### config.mk
export PLATFORM = sky130hd
export DESIGN_NAME = seq_priority_encoder
export DESIGN_NICKNAME = d
export VERILOG_FILES = /design/src/rtl/seq_priority_encoder_pkg.sv /design/src/rtl/seq_priority_encoder_lsb_first_encoder.sv /design/src/rtl/seq_priority_encoder.sv
export SDC_FILE = /design/constraint.sdc
export NUM_CORES = 1
export LEC_CHECK = 0
export CAP_MARGIN = 25
export CORE_ASPECT_RATIO = 0.7
export CORE_MARGIN = 8
export CORE_UTILIZATION = 50
export CTS_BUF_LIST = sky130_fd_sc_hd__clkbuf_4 sky130_fd_sc_hd__clkbuf_8
export CTS_CLUSTER_DIAMETER = 60
export DETAILED_ROUTE_END_ITERATION = 10
export PLACE_DENSITY = 0.87
export SLEW_MARGIN = 30
export SYNTH_ARGS = -nofsm -noshare
export SYNTH_HDL_FRONTEND = slang
export SYNTH_SLANG_ARGS = --single-unit
### constraint.sdc
create_clock -name clk -period 3.7 [get_ports clk]
set_input_delay 0.74 -clock clk [delete_from_list [all_inputs] [get_ports clk]]
set_output_delay 0.74 -clock clk [all_outputs]
set_load 0.005 [all_outputs]
### src/rtl/seq_priority_encoder_pkg.sv
// Shared definitions for seq_priority_encoder: FSM state encodings used by the
// block and its bench.
package seq_priority_encoder_pkg;

    typedef enum logic [1:0] {
        PENC_IDLE = 2'd0,
        PENC_SCAN = 2'd1,
        PENC_ZERO = 2'd2
    } penc_state_e;

endpackage

### src/rtl/seq_priority_encoder_lsb_first_encoder.sv
// lsb_first_encoder: combinational lowest-set-bit encoder. Also reports when
// exactly one bit of the vector is set.
module lsb_first_encoder #(
    parameter  int N_IN  = 16,
    localparam int IDX_W = $clog2(N_IN)
) (
    input  logic [N_IN-1:0]  pend,
    output logic [IDX_W-1:0] idx,
    output logic             single
);

    logic [N_IN-1:0] pend_low_cleared;

    // v & (v-1) drops the lowest set bit; nothing left means exactly one bit was set.
    assign pend_low_cleared = pend & (pend - N_IN'(1));
    assign single           = (|pend) & ~(|pend_low_cleared);

    always_comb begin
        idx = '0;
        for (int i = N_IN - 1; i >= 0; i--) begin
            if (pend[i]) idx = IDX_W'(i);
        end
    end

endmodule

### src/rtl/seq_priority_encoder.sv
// seq_priority_encoder: accepts an N_IN-bit request vector and emits the index of
// every set bit, lowest first, one per beat. Define PENC_COUNT_EN to add out_cnt.
//
// state     | meaning
// PENC_IDLE | waiting for a vector; in_ready follows enable
// PENC_SCAN | emitting indices of pend, lowest first
// PENC_ZERO | emitting the single out_none beat of an all-zero vector
module seq_priority_encoder
    import seq_priority_encoder_pkg::*;
#(
    parameter  int N_IN  = 16,
    localparam int IDX_W = $clog2(N_IN)
) (
    input  logic             clk,
    input  logic             rst_n,
    input  logic             enable,
    input  logic             in_valid,
    output logic             in_ready,
    input  logic [N_IN-1:0]  in_vec,
    output logic             out_valid,
    input  logic             out_ready,
    output logic [IDX_W-1:0] out_idx,
    output logic             out_last,
    output logic             out_none
`ifdef PENC_COUNT_EN
    ,
    output logic [IDX_W:0]   out_cnt
`endif
);

    penc_state_e      state, state_nxt;
    logic [N_IN-1:0]  pend, pend_nxt;
    logic [IDX_W-1:0] enc_idx;
    logic             enc_single;
    logic             accept;

    lsb_first_encoder #(.N_IN(N_IN)) u_enc (
        .pend   (pend),
        .idx    (enc_idx),
        .single (enc_single)
    );

    // rst_n gates in_ready so nothing is offered while reset is held.
    assign in_ready = rst_n & enable & (state == PENC_IDLE);
    assign accept   = in_valid & in_ready;

    always_ff @(posedge clk or negedge rst_n) begin
        if (!rst_n) begin
            state <= PENC_IDLE;
            pend  <= '0;
        end else begin
            state <= state_nxt;
            pend  <= pend_nxt;
        end
    end

    always_comb begin
        state_nxt = state;
        pend_nxt  = pend;
        out_valid = 1'b0;
        out_idx   = '0;
        out_last  = 1'b0;
        out_none  = 1'b0;
        case (state)
            PENC_IDLE: begin
                if (accept) begin
                    if (|in_vec) begin
                        pend_nxt  = in_vec;
                        state_nxt = PENC_SCAN;
                    end else begin
                        state_nxt = PENC_ZERO;
                    end
                end
            end
            PENC_SCAN: begin
                out_valid = 1'b1;
                out_idx   = enc_idx;
                out_last  = enc_single;
                if (out_ready) begin
                    pend_nxt = pend & (pend - N_IN'(1));
                    if (enc_single) state_nxt = PENC_IDLE;
                end
            end
            PENC_ZERO: begin
                out_valid = 1'b1;
                out_last  = 1'b1;
                out_none  = 1'b1;
                if (out_ready) state_nxt = PENC_IDLE;
            end
            default: state_nxt = PENC_IDLE;
        endcase
    end

`ifdef PENC_COUNT_EN
    function automatic logic [IDX_W:0] popcount(input logic [N_IN-1:0] v);
        logic [IDX_W:0] c;
        c = '0;
        for (int i = 0; i < N_IN; i++) c = c + {{IDX_W{1'b0}}, v[i]};
        return c;
    endfunction

    logic [IDX_W:0] cnt;

    // Loaded only on acceptance, so it stays constant across the whole burst.
    always_ff @(posedge clk or negedge rst_n) begin
        if (!rst_n)      cnt <= '0;
        else if (accept) cnt <= popcount(in_vec);
    end

    assign out_cnt = cnt;
`else
    // Without the count option there is no cnt register and no popcount logic.
`endif

endmodule

==> results.toml <==
[drt]
first_pass_iters = 4
wl_um = 4700
vias = 1519
via_per_inst = 6.44
drc_errors = 0
routedWlPerCell_um = 19.9
drtIter0Drc = 139
antenna_left = 0

[yosys]
synth_top_cells_by_area = "dfrtp_1 (32%), a22o_1 (8.1%), nor4_1 (4.5%)"
synth-seq-area-share_pct = 32.1
synth_top_cell_area_share_pct = 32.1
syn_inst = 157
synth.avg_cell_area_um2 = 8.94
ys_ff_latch = 18
yosysTopAreaCell = "dfrtp_1"
yosys.cell_types.count = 46
synth_nets = 181
synthesis.area_um2 = 1400
ys_warn_count = 0

[setup_path]
worstPathRequired_ps = 2960
crit_path_max_fanout = 5
r2r_slack_ps = 1240
cp_data_arrival_time_ps = 2750
rr_worst_depth = 7
cp-start-kind = "flip-flop"
setup.worst_path.class = "reg2out"
reg2reg_to = "state[1]"
end_kind = "output port"
r2r-start = "pend[7]"

[place]
place_inst = 224
hpwl_um = 3390
placed_area_um2 = 1760
gp_congestion = 0.885
io_buffer_count = 28

[clock_tree]
cts_tree = "done"
clk_path_buf_depth = 2
cts_hold_buf = 0
root_buffer = "clkbuf_8"
numCtsBuffers = 3
clk_pin_slew_worst_paths_ps = 70
htreeDepth = 1
clock-sinks = 18
clkLatencyLatePin_ps = 260

[sta]
slew_headroom_pct = 55.2
drv_slew = 0
whs_ps = 601
finalSetupViolCount = 0
hold_viol = 0
fmax_mhz = 287
period_share_pct = 94.3
setup_tns_ps = 0
worst_slew_pin_slew_ps = 669
finalClockSkew_ps = 8.42
period_needed_ps = 3490
grt_setup_unrepaired = "false"

[outcome]
status = "finished clean"

[global_routing]
first_global_vias = 1561
grt_first_pass_wirelength_um = 7730
gr-total-overflow = 0
grtUsageTotal_pct = 21.2
grt_start_max_net_pins = 22
antenna_found_initial = 0

[power_and_ir_drop]
static-leakage-power_nw = 0.780
vdd_drop_max_mv = 0.433
p_per_area_nw_per_um2 = 974
power_w = 0.00183

[die]
die-area_um2 = 4790
fp.dieH_um = 60.3
io_pins = 29
initial_core_util_pct = 51.2
coreArea_um2 = 2740
fp.dieW_um = 79.3
placementRows = 16

[cells_and_area]
nNetsFinal = 225
fin_cells = 236
drive_above_1_share_pct = 19.0
area_delta_synth_final_pct = 34.0
fin_area_um2 = 1880
diodes = 0

[min_path]
hold_class = "reg2reg"
hold_end = "pend[0]"
hp-start = "pend[0]"
hold_depth = 2

[flow_run]
cap_violations = 0
critical path, stage by stage, from the launching register on:
cell	delay, ps
dfrtp_2	420
or4_4	580
or3_4	420
maj3_2	340
a211oi_4	250
nand3_2	100
a21boi_2	130
dlygate4sd2_1	240
layer usage:
metal / track usage, % / up-vias / share of wire (%)
met1: 25.2 / 713 / 38
met3: 6.95 / 15 / 13
met2: 34.5 / 98 / 46
li1: - / 693 / -
met4: 9.71 / 0 / 2.6
met5: 0 / - / 0
per-stage QoR:
stage | utilization, % | worst slack, ps
floorplan | - | 727
global placement | 64.2 | 209
detailed placement | 64.2 | 179
CTS | 68.6 | 225
global route | 68.6 | 92.5
finish | 68.6 | 212
how the worst max path moves through the flow:
stage	start	to	slack (ps)	depth (start not counted)
floorplan	pend[3]	out_last	730	7
global placement	pend[7]	out_last	210	7
detailed placement	pend[7]	out_last	180	7
CTS	pend[7]	out_last	220	7
global route	pend[10]	out_last	90	7
finish	pend[7]	out_last	210	7
logic make-up (layout without fill, tap and decap cells):
family                     after synthesis  in the layout  share of synthesized area (%)
AOI/OAI and AO/OA                       58             58                           33.1
xor gates and xnor gates                 1              1                          0.624
adders and majority gates                4              4                           3.48
buffers and inverters                   13             56                           4.10
DFF                                     18             18                           32.1
and+or+nand+nor                         63             63                           26.6
registers in the layout, summed over array words and instances, names as in the netlist:
signal,flops
pend,16
state,2
power breakdown:
part | internal (W) | switching [W]
Sequential | 0.000297 | 0.000140
Clock | 0.0000948 | 0.0000709
Combinational | 0.000583 | 0.000648
Total | 0.000974 | 0.000859
Yosys cell counts (all sizes together):
master   number
nand4         2
buf           2
nand2         8
clkbuf        3
nor2         12
and3b         1
ha            3
a2111oi       2
and2          1
o21bai        3
or3           6
and3          1
nand2b        5
o211ai        4
o31ai         3
a21oi         8
or4           4
o2bb2ai       2
a211oi        2
or2           4
a21boi        1
nor2b         1
a2bb2oi       1
xnor2         1
inv           8
dfrtp        18
o311a         1
nor4         12
a21o          8
a22o         13
maj3          1
o211a         2
o21ai         8
nand3         6
cell type report:
class                           instances  area (um2)
Sequential cell                        18         457
Multi-Input combinational cell        126         896
Inverter                                8        30.0
Clock buffer                            4        55.1
Fill cell                             201         861
Timing Repair Buffer                   44         399
Tap cell                               36        45.0
timing repair:
action	in CTS	in global routing
endpoints found under the hold margin	0	0
setup buffers	8	0
resized for setup	6	0
endpoints found under the setup margin	1	0
layout by cell type, fill, tap and decap left out, types with 5 or more instances in the layout:
master,count
buf_4,16
nand3_1,5
clkdlybuf4s50_1,27
or3_1,5
nand2_1,8
nor4_1,10
inv_1,7
a21oi_1,8
nor2_1,12
a21o_1,7
dfrtp_1,13
dfrtp_2,5
nand2b_1,5
a22o_1,13
o21ai_0,6
(Power assumes the default switching activity.)
